`config.mk`:
```
export PLATFORM = sky130hd
export DESIGN_NAME = branch_resolve_pipe
export DESIGN_NICKNAME = d
export VERILOG_FILES = /design/src/rtl/rv32i_types.sv /design/src/rtl/branch_cmp_core.sv /design/src/rtl/branch_resolve_pipe.sv
export SDC_FILE = /design/constraint.sdc
export NUM_CORES = 1
export LEC_CHECK = 0
export ABC_AREA = 1
export CORE_ASPECT_RATIO = 0.5
export CORE_MARGIN = 8
export CORE_UTILIZATION = 48
export CTS_CLUSTER_DIAMETER = 150
export DETAILED_ROUTE_END_ITERATION = 10
export PLACE_DENSITY = 0.88
export SLEW_MARGIN = 5
export SYNTH_ARGS = -nofsm -noshare
export SYNTH_HDL_FRONTEND = slang
export SYNTH_SLANG_ARGS = --single-unit
```
`constraint.sdc`:
```
create_clock -name clk -period 3.6 [get_ports clk]
set_clock_uncertainty 0.15 [all_clocks]
set_input_delay 0.9 -clock clk [delete_from_list [all_inputs] [get_ports clk]]
set_output_delay 0.9 -clock clk [all_outputs]
set_load 0.05 [all_outputs]
```
`src/rtl/rv32i_types.sv`:
```
// Shared rv32i type definitions: branch funct3 encodings and legality helper.
package rv32i_types;

    typedef logic [2:0] branch_funct3_t;

    localparam branch_funct3_t BR_EQ  = 3'b000;
    localparam branch_funct3_t BR_NE  = 3'b001;
    localparam branch_funct3_t BR_LT  = 3'b100;
    localparam branch_funct3_t BR_GE  = 3'b101;
    localparam branch_funct3_t BR_LTU = 3'b110;
    localparam branch_funct3_t BR_GEU = 3'b111;

    // 010 and 011 are the only unused encodings in the branch funct3 space.
    function automatic logic is_legal_branch(input branch_funct3_t op);
        return (op[2:1] != 2'b01);
    endfunction

endpackage

```
`src/rtl/branch_cmp_core.sv`:
```
// Combinational branch comparator: evaluates the funct3 condition on a/b.
module branch_cmp_core
    import rv32i_types::*;
#(
    parameter int unsigned WIDTH = 32
) (
    input  logic [WIDTH-1:0] a,
    input  logic [WIDTH-1:0] b,
    input  branch_funct3_t   op,
    output logic             taken,
    output logic             illegal
);

    // Condition decode; illegal encodings resolve to not-taken.
    always_comb begin
        taken   = 1'b0;
        illegal = !is_legal_branch(op);
        case (op)
            BR_EQ:   taken = (a == b);
            BR_NE:   taken = (a != b);
            BR_LT:   taken = ($signed(a) <  $signed(b));
            BR_GE:   taken = ($signed(a) >= $signed(b));
            BR_LTU:  taken = (a <  b);
            BR_GEU:  taken = (a >= b);
            default: taken = 1'b0;
        endcase
    end

endmodule

```
`src/rtl/branch_resolve_pipe.sv`:
```
// Pipelined branch resolution with valid/ready handshake, flush, and
// saturating branch/mispredict statistics.
module branch_resolve_pipe
    import rv32i_types::*;
#(
    parameter int unsigned WIDTH       = 32,
    parameter int unsigned PIPE_STAGES = 1,
    parameter int unsigned TAG_W       = 5,
    parameter int unsigned CNT_W       = 16
) (
    input  logic             clk,
    input  logic             rst_n,
    input  logic             in_valid,
    output logic             in_ready,
    input  logic [WIDTH-1:0] in_a,
    input  logic [WIDTH-1:0] in_b,
    input  branch_funct3_t   in_op,
    input  logic             in_pred,
    input  logic [TAG_W-1:0] in_tag,
    input  logic             flush,
    output logic             out_valid,
    input  logic             out_ready,
    output logic             out_taken,
    output logic             out_mispred,
    output logic             out_illegal,
    output logic [TAG_W-1:0] out_tag,
    input  logic             cnt_clr,
    output logic [CNT_W-1:0] branch_cnt,
    output logic [CNT_W-1:0] mispred_cnt
);

    logic accept;
    logic out_xfer;

    assign accept   = in_valid && in_ready && !flush;
    assign out_xfer = out_valid && out_ready && !flush;

    generate
        if (PIPE_STAGES == 1) begin : g_one_stage
            logic             s1_valid;
            logic             s1_adv;
            logic             cmp_taken;
            logic             cmp_illegal;
            logic             r_taken;
            logic             r_mispred;
            logic             r_illegal;
            logic [TAG_W-1:0] r_tag;

            branch_cmp_core #(.WIDTH(WIDTH)) u_cmp (
                .a       (in_a),
                .b       (in_b),
                .op      (in_op),
                .taken   (cmp_taken),
                .illegal (cmp_illegal)
            );

            assign s1_adv   = s1_valid && out_ready;
            assign in_ready = !s1_valid || s1_adv;

            // Result stage: resolve on accept, hold while stalled.
            always_ff @(posedge clk or negedge rst_n) begin
                if (!rst_n) begin
                    s1_valid  <= 1'b0;
                    r_taken   <= 1'b0;
                    r_mispred <= 1'b0;
                    r_illegal <= 1'b0;
                    r_tag     <= '0;
                end else begin
                    if (flush)       s1_valid <= 1'b0;
                    else if (accept) s1_valid <= 1'b1;
                    else if (s1_adv) s1_valid <= 1'b0;
                    if (accept) begin
                        r_taken   <= cmp_taken;
                        r_mispred <= !cmp_illegal && (cmp_taken != in_pred);
                        r_illegal <= cmp_illegal;
                        r_tag     <= in_tag;
                    end
                end
            end

            assign out_valid   = s1_valid;
            assign out_taken   = r_taken;
            assign out_mispred = r_mispred;
            assign out_illegal = r_illegal;
            assign out_tag     = r_tag;
        end else begin : g_two_stage
            logic             s1_valid;
            logic             s2_valid;
            logic             s1_adv;
            logic             s2_adv;
            logic [WIDTH-1:0] s1_a;
            logic [WIDTH-1:0] s1_b;
            branch_funct3_t   s1_op;
            logic             s1_pred;
            logic [TAG_W-1:0] s1_tag;
            logic             cmp_taken;
            logic             cmp_illegal;
            logic             r_taken;
            logic             r_mispred;
            logic             r_illegal;
            logic [TAG_W-1:0] r_tag;

            branch_cmp_core #(.WIDTH(WIDTH)) u_cmp (
                .a       (s1_a),
                .b       (s1_b),
                .op      (s1_op),
                .taken   (cmp_taken),
                .illegal (cmp_illegal)
            );

            assign s2_adv   = s2_valid && out_ready;
            assign s1_adv   = s1_valid && (!s2_valid || s2_adv);
            assign in_ready = !s1_valid || s1_adv;

            // Operand stage: capture request fields on accept.
            always_ff @(posedge clk or negedge rst_n) begin
                if (!rst_n) begin
                    s1_valid <= 1'b0;
                    s1_a     <= '0;
                    s1_b     <= '0;
                    s1_op    <= BR_EQ;
                    s1_pred  <= 1'b0;
                    s1_tag   <= '0;
                end else begin
                    if (flush)       s1_valid <= 1'b0;
                    else if (accept) s1_valid <= 1'b1;
                    else if (s1_adv) s1_valid <= 1'b0;
                    if (accept) begin
                        s1_a    <= in_a;
                        s1_b    <= in_b;
                        s1_op   <= in_op;
                        s1_pred <= in_pred;
                        s1_tag  <= in_tag;
                    end
                end
            end

            // Result stage: resolve when the operand stage advances.
            always_ff @(posedge clk or negedge rst_n) begin
                if (!rst_n) begin
                    s2_valid  <= 1'b0;
                    r_taken   <= 1'b0;
                    r_mispred <= 1'b0;
                    r_illegal <= 1'b0;
                    r_tag     <= '0;
                end else begin
                    if (flush)       s2_valid <= 1'b0;
                    else if (s1_adv) s2_valid <= 1'b1;
                    else if (s2_adv) s2_valid <= 1'b0;
                    if (s1_adv && !flush) begin
                        r_taken   <= cmp_taken;
                        r_mispred <= !cmp_illegal && (cmp_taken != s1_pred);
                        r_illegal <= cmp_illegal;
                        r_tag     <= s1_tag;
                    end
                end
            end

            assign out_valid   = s2_valid;
            assign out_taken   = r_taken;
            assign out_mispred = r_mispred;
            assign out_illegal = r_illegal;
            assign out_tag     = r_tag;
        end
    endgenerate

    // Saturating statistics; clear takes priority over a same-cycle increment.
    always_ff @(posedge clk or negedge rst_n) begin
        if (!rst_n) begin
            branch_cnt  <= '0;
            mispred_cnt <= '0;
        end else if (cnt_clr) begin
            branch_cnt  <= '0;
            mispred_cnt <= '0;
        end else if (out_xfer && !out_illegal) begin
            if (branch_cnt != '1)
                branch_cnt <= branch_cnt + 1'b1;
            if (out_mispred && (mispred_cnt != '1))
                mispred_cnt <= mispred_cnt + 1'b1;
        end
    end

endmodule

```
==> results of run 1 <==
## through the flow
step / power (W) / utilization
6_report: 0.001295 / 0.7372
5_1_grt: 0.001359 / 0.7372
4_1_cts: 0.001298 / 0.7372
3_5_place_dp: 0.0008627 / 0.7132
3_3_place_gp: 0.0008527 / 0.7132
2_1_floorplan: 0.0006899 / -
## area by class of cell
class                   instances  area, sq um
inverters                      80        300.3
fillers                       487         1598
repair buffers                123         1216
well taps                      88        110.1
clock buffers                   6        138.9
flip-flops and latches         41         1026
clock inverters                 1        7.507
multi-input cells             288         1684
## worst min-delay path: cells and delay by family, from the launching register on
kind	cells	cell delay (ps)
flops	1	340
simple gates	2	100
## synth_stat cells
cell                        n
sky130_fd_sc_hd__a211oi_1   4
sky130_fd_sc_hd__a21o_1     1
sky130_fd_sc_hd__a21oi_1   36
sky130_fd_sc_hd__a21oi_2    1
sky130_fd_sc_hd__a31oi_1    2
sky130_fd_sc_hd__and3_1     1
sky130_fd_sc_hd__clkbuf_1   3
sky130_fd_sc_hd__dfrtp_1   41
sky130_fd_sc_hd__ha_1      34
sky130_fd_sc_hd__inv_1     75
sky130_fd_sc_hd__inv_2      5
sky130_fd_sc_hd__nand2_1   90
sky130_fd_sc_hd__nand2_2    6
sky130_fd_sc_hd__nand3_1   21
sky130_fd_sc_hd__nand3_2    3
sky130_fd_sc_hd__nand4_1    5
sky130_fd_sc_hd__nor2_1    32
sky130_fd_sc_hd__nor2_2     2
sky130_fd_sc_hd__nor2_4     5
sky130_fd_sc_hd__nor3_1    15
sky130_fd_sc_hd__nor3_2     1
sky130_fd_sc_hd__nor3_4     1
sky130_fd_sc_hd__nor3b_4    1
sky130_fd_sc_hd__o211a_1    1
sky130_fd_sc_hd__o21a_1     4
sky130_fd_sc_hd__o21ai_0   17
sky130_fd_sc_hd__o21ai_1    2
sky130_fd_sc_hd__o221a_2    1
sky130_fd_sc_hd__o31ai_1    1
sky130_fd_sc_hd__xor2_1     1
## where the power goes
group / total, W / internal, W / switching [W]
combinational: 0.000358 / 0.000165 / 0.000193
sequential: 0.000495 / 0.000480 / 0.0000155
clock: 0.000441 / 0.000272 / 0.000170
total: 0.00130 / 0.000917 / 0.000378
## final timing paths
check                           depth (start not counted)              end  slack, ps      startpoint
worst max register to register                         13  mispred_cnt[15]       1360  mispred_cnt[1]
worst min-delay path                                    2       out_tag[1]        320      out_tag[1]
worst min register to register                          2       out_tag[1]        320      out_tag[1]
worst max-delay path                                   18      out_mispred        600        in_b[31]
min in group asynchronous                               1       out_tag[1]        600           rst_n
max in group asynchronous                               1   mispred_cnt[3]       2140           rst_n
## sequential cells by signal, indices dropped and copies added, names as in the netlist
register and count:
out_illegal 1, out_mispred 1, branch_cnt 16, mispred_cnt 16, out_valid 1, out_tag 5, out_taken 1
## routing by layer
metal	track usage	part of all wire	routed length, microns	up-vias
met5	0	0	0	-
met4	0.02611	0.0028	23	0
met3	0.08041	0.10	847	2
met2	0.3231	0.49	4021	85
met1	0.1866	0.41	3354	1388
li1	-	-	-	1588
## logic make-up (layout without fill, tap and decap cells)
kind of cell | count (synthesis) | in the layout | synth area share
buffers and inverters | 83 | 210 | 0.1031
AND/OR/NAND/NOR | 183 | 183 | 0.2836
adder cells (fa/ha/maj) | 34 | 34 | 0.1408
AO/OA/AOI/OAI | 70 | 70 | 0.1300
flip-flops | 41 | 41 | 0.3395
XOR/XNOR | 1 | 1 | 0.002899
==> flow_summary.yaml, run 1 <==
outcome:
  status: "finished clean"
run:
  drv.max_cap_violation_count: 0
cts:
  h_tree_lvl_count: 2
  cts_inserted_buffers: 5
  hold_buffers: 0
  clock-root-buffer: "sky130_fd_sc_hd__clkbuf_16"
  clkSlewWorstSetupHoldPaths_ps: 60
  maximum_count_of_clock_buffers_along_a_single_path: 2
  clock_latency_at_the_later_pin_of_the_worst_skew_pair_ps: 280
  cts-resized-gates: 0
  tritoncts: "yes"
  post_cts_buffers: 0
  clock_sinks: 41
route:
  detail_route.drc_violations: 0
  detail_route.wl_per_cell_microns: 13.15
  drt_pre_antenna_iters: 4
  post_drt_via_cell_ratio: 4.885
  dr.first_iter.drc_count: 116
  route.vias.total: 3063
  routed_wl_microns: 8246
  postRouteAntennaNets: 0
setup_path:
  critical_path.startpoint_type: "input port"
  slowest_delay_ps: 450
  critical_path.cell_chain: "clkdlybuf4s50_1, inv_1, ha_1, nand2_2, nor2_4, nand2_2, nor3b_4, nand2_2, nand2_1, o21ai_1, inv_1, nand2_1, nor2_1, nand3_1, nand2_1, nand2_1, nand2_1, nand2_1"
  critical_path_buf_inv_count: 3
  crit_type: "input port to flop"
  crit_path_max_fanout: 4
  critical_path_arrival_ps: 3030
  crit_family: "simple AND/OR/NAND/NOR gates"
  cpMostUsedCell: "sky130_fd_sc_hd__nand2_1"
  timing.critical_path.to_type: "flop"
  crit_required_ps: 3620
  slowest_stage: "sky130_fd_sc_hd__clkdlybuf4s50_1"
floorplan:
  boundaryPins: 121
  initial_core_utilization: 0.4969
  floorplan.core_area_sq_mm: 0.006081
  core.rowCount: 20
  design.die.area_sq_mm: 0.009244
  die_height_microns: 72.11
  floorplan_die_width_microns: 128.2
hold_path:
  min-delay-path-class: "flop to flop"
global_route:
  gr-usage-all-layers: 0.1764
  overflow: 0
  grt_pass1_vias: 3084
  grt_antenna_before_repair: 0
  pin_count_of_the_biggest_net_entering_global_routing: 42
  first_pass_grt_wire_length_microns: 13460
sta:
  timing.fmax_mhz: 332.8
  fin_crit_ps: 3005
  timing.hold.ws_ps: 322.4
  layout_setup_ws_ps: 595.1
  final_hold_viol_count: 0
  relSlewSlack: 0.4041
  setup_violations: 0
  period_utilisation_layout: 0.8347
  rsz0062_at_grt: "no"
  setup_tns_ps: 0
  count_of_pins_over_their_slew_limit: 0
  worst_pin_slew_ps: 893.8
place:
  gpl.final_weighted_congestion: 0.8487
  post_dp_cell_area_sq_mm: 0.004337
  buffer_ports.inserted: 120
  dp_cells: 620
  dp_slack_ps: 326.9
  dpl.hpwl_microns: 6814
cells_and_area:
  post_layout_nonfiller_instances: 627
  final_area_sq_mm: 0.004483
  layout.cells.most_common: "sky130_fd_sc_hd__clkdlybuf4s50_1"
  commonest_non_fill_non_tap_cells_in_the_layout: "sky130_fd_sc_hd__clkdlybuf4s50_1 (118), sky130_fd_sc_hd__nand2_1 (90), sky130_fd_sc_hd__inv_1 (75)"
  layout_cell_share_with_drive_strength_beyond_1: 0.07050
  n_antenna_cell: 0
  num-nets-final: 652
  area_delta_synth_final_pct: 48.36
synthesis:
  synth.top_cell.area_share: 0.3395
  post_synth_inst_count: 412
  synth_sequential_area_ratio: 0.3395
  synth.lib_cells_used.distinct: 30
  postSynthRegisterBits: 41
  synth.largest_area_cell: "sky130_fd_sc_hd__dfrtp_1"
  synthesis.nets: 525
  synthesis.area_per_instance_sq_um: 7.334
  ys_top_cells_by_area: "sky130_fd_sc_hd__dfrtp_1 (34%), sky130_fd_sc_hd__ha_1 (14%), sky130_fd_sc_hd__nand2_1 (11%)"
  summed_instance_area_of_the_synthesized_netlist_sq_mm: 0.003022
  synth.yosys.warnings: 0
power:
  leakage_nw: 2.143
  worst_ir_drop_vdd_mv: 0.1802
  power.density_mw_per_mm2: 288.9
Power figures use the tool's default switching activity.
==> inputs of run 2 (changes only) <==
CORE_UTILIZATION = 44   (was 48)
PLACE_DENSITY = 0.81   (was 0.88)
clock period = 2.9 ns   (was 3.6 ns; I/O delays follow)
==> flow_summary.yaml, run 2 (synthesis gave the netlist of run 1 again) <==
outcome:
  status: "finished clean"
place:
  dpl.hpwl_microns: 6464
  dp_cells: 626
  buffer_ports.inserted: 120
  post_dp_cell_area_sq_mm: 0.004369
  gpl.final_weighted_congestion: 0.7966
cts:
  clock-root-buffer: "sky130_fd_sc_hd__clkbuf_16"
  tritoncts: "yes"
  maximum_count_of_clock_buffers_along_a_single_path: 2
  h_tree_lvl_count: 2
  cts_inserted_buffers: 5
  clock_latency_at_the_later_pin_of_the_worst_skew_pair_ps: 280
  clkSlewWorstSetupHoldPaths_ps: 60
  clock_sinks: 41
setup_path:
  timing.rr.end: "mispred_cnt[15]"
  critical_path.startpoint: "in_b[27]"
  crit_required_ps: 2910
  timing.critical_path.to_type: "flop"
  cpMostUsedCell: "sky130_fd_sc_hd__nand2_1"
  r2r_slack_ps: 750
  crit_type: "input port to flop"
  slowest_stage: "sky130_fd_sc_hd__clkdlybuf4s50_1"
  timing.reg2reg.worst_path_depth: 13
  critical_path_arrival_ps: 2730
  regToRegStartpoint: "mispred_cnt[1]"
  slowest_delay_ps: 460
  critical_path.startpoint_type: "input port"
  crit_path_max_fanout: 3
  critical_path.cell_chain: "clkdlybuf4s50_1, inv_1, ha_4, nand2_1, nor2_1, nand2_2, nor3b_4, nand2_2, nand2_1, o21ai_1, inv_1, nand2_1, nor2_1, nand3_1, nand2_1, nand2_1, nand2_1, nand2_1"
route:
  dr.first_iter.drc_count: 158
  drt_pre_antenna_iters: 4
  postRouteAntennaNets: 0
  detail_route.wl_per_cell_microns: 12.40
  post_drt_via_cell_ratio: 4.748
  detail_route.drc_violations: 0
  routed_wl_microns: 7886
  route.vias.total: 3020
global_route:
  pin_count_of_the_biggest_net_entering_global_routing: 42
  grt_pass1_vias: 3021
  first_pass_grt_wire_length_microns: 13430
  gr-usage-all-layers: 0.1612
  overflow: 0
  grt_antenna_before_repair: 0
sta:
  timing.hold.ws_ps: 318.5
  rsz0062_at_grt: "no"
  relSlewSlack: 0.3892
  timing.fmax_mhz: 368.3
  setup_violations: 0
  worst_pin_slew_ps: 916.2
  fin_crit_ps: 2715
  final_hold_viol_count: 0
  count_of_pins_over_their_slew_limit: 0
  period_utilisation_layout: 0.9362
hold_path:
  hold-path-cell-count: 2
  whs_endpoint: "out_tag[4]"
  timing.hold.worst.start: "out_tag[4]"
  min-delay-path-class: "flop to flop"
floorplan:
  floorplan_die_width_microns: 133.2
  die_height_microns: 74.60
  core.rowCount: 21
  boundaryPins: 121
  floorplan.core_area_sq_mm: 0.006674
  design.die.area_sq_mm: 0.009936
  initial_core_utilization: 0.4528
run:
  drv.max_cap_violation_count: 0
cells_and_area:
  multiInputGateArea_sq_mm: 0.001743
  num-nets-final: 656
  layout.cells.most_common: "sky130_fd_sc_hd__clkdlybuf4s50_1"
  area_delta_synth_final_pct: 52.88
  n_antenna_cell: 0
  final_area_sq_mm: 0.004619
  layout_cell_share_with_drive_strength_beyond_1: 0.09191
  regArea_sq_mm: 0.001026
  post_layout_nonfiller_instances: 636
  count_of_fill_cells_added_during_filler_insertion: 555
  commonest_non_fill_non_tap_cells_in_the_layout: "sky130_fd_sc_hd__clkdlybuf4s50_1 (118), sky130_fd_sc_hd__nand2_1 (88), sky130_fd_sc_hd__inv_1 (75)"
power:
  worst_ir_drop_vdd_mv: 0.2562
  power.density_mw_per_mm2: 370.3
  leakage_nw: 2.183
run 2: how the worst max path moves through the flow:
stage	to	depth (start not counted)
final	out_mispred	18
after global routing	out_mispred	16
after detailed placement	out_mispred	18
after global placement	out_mispred	18
after floorplan	out_mispred	17
after CTS	out_mispred	18
run 2: routing by layer:
layer | vias to the layer above | track usage | part of all wire
met3 | 4 | 0.06132 | 0.092
met5 | - | 0 | 0
li1 | 1602 | - | -
met1 | 1327 | 0.1852 | 0.41
met2 | 87 | 0.2857 | 0.49
met4 | 0 | 0.03329 | 0.0066
run 2: power by group:
group | internal [W] | total, W | switching (W)
sequential | 0.000596 | 0.000614 | 0.0000182
clock | 0.000429 | 0.000642 | 0.000213
combinational | 0.000214 | 0.000455 | 0.000241
run 2: final cells by class:
class                   instances  area share
repair buffers                127      0.2725
clock buffers                   6     0.03006
clock inverters                 2    0.008126
inverters                      80     0.06501
flip-flops and latches         41      0.2221
well taps                      92     0.02492
multi-input cells             288      0.3773
run 2: repair_timing:
action	in CTS	in global routing
setup endpoints to repair	0	2
setup buffers	0	2
gates resized for setup	0	7
hold buffers	0	0
run 2: stage by stage:
stage	utilization	power, W	TNS, ps	setup slack [ps]
3_3_place_gp	0.6547	0.001065	-138.3	-109.5
2_1_floorplan	-	0.0008565	0	478.4
5_1_grt	0.6922	0.001803	0	15.48
3_5_place_dp	0.6547	0.001072	-211.7	-151.4
4_1_cts	0.6811	0.001720	0	128.0
6_report	0.6922	0.001711	0	185.1
run 2: critical path: cells and delay by family:
family          cells  cell delay, ps
simple gates       13            1110
fa+ha+maj           1             260
compound gates      1              60
buf+inv             3             580
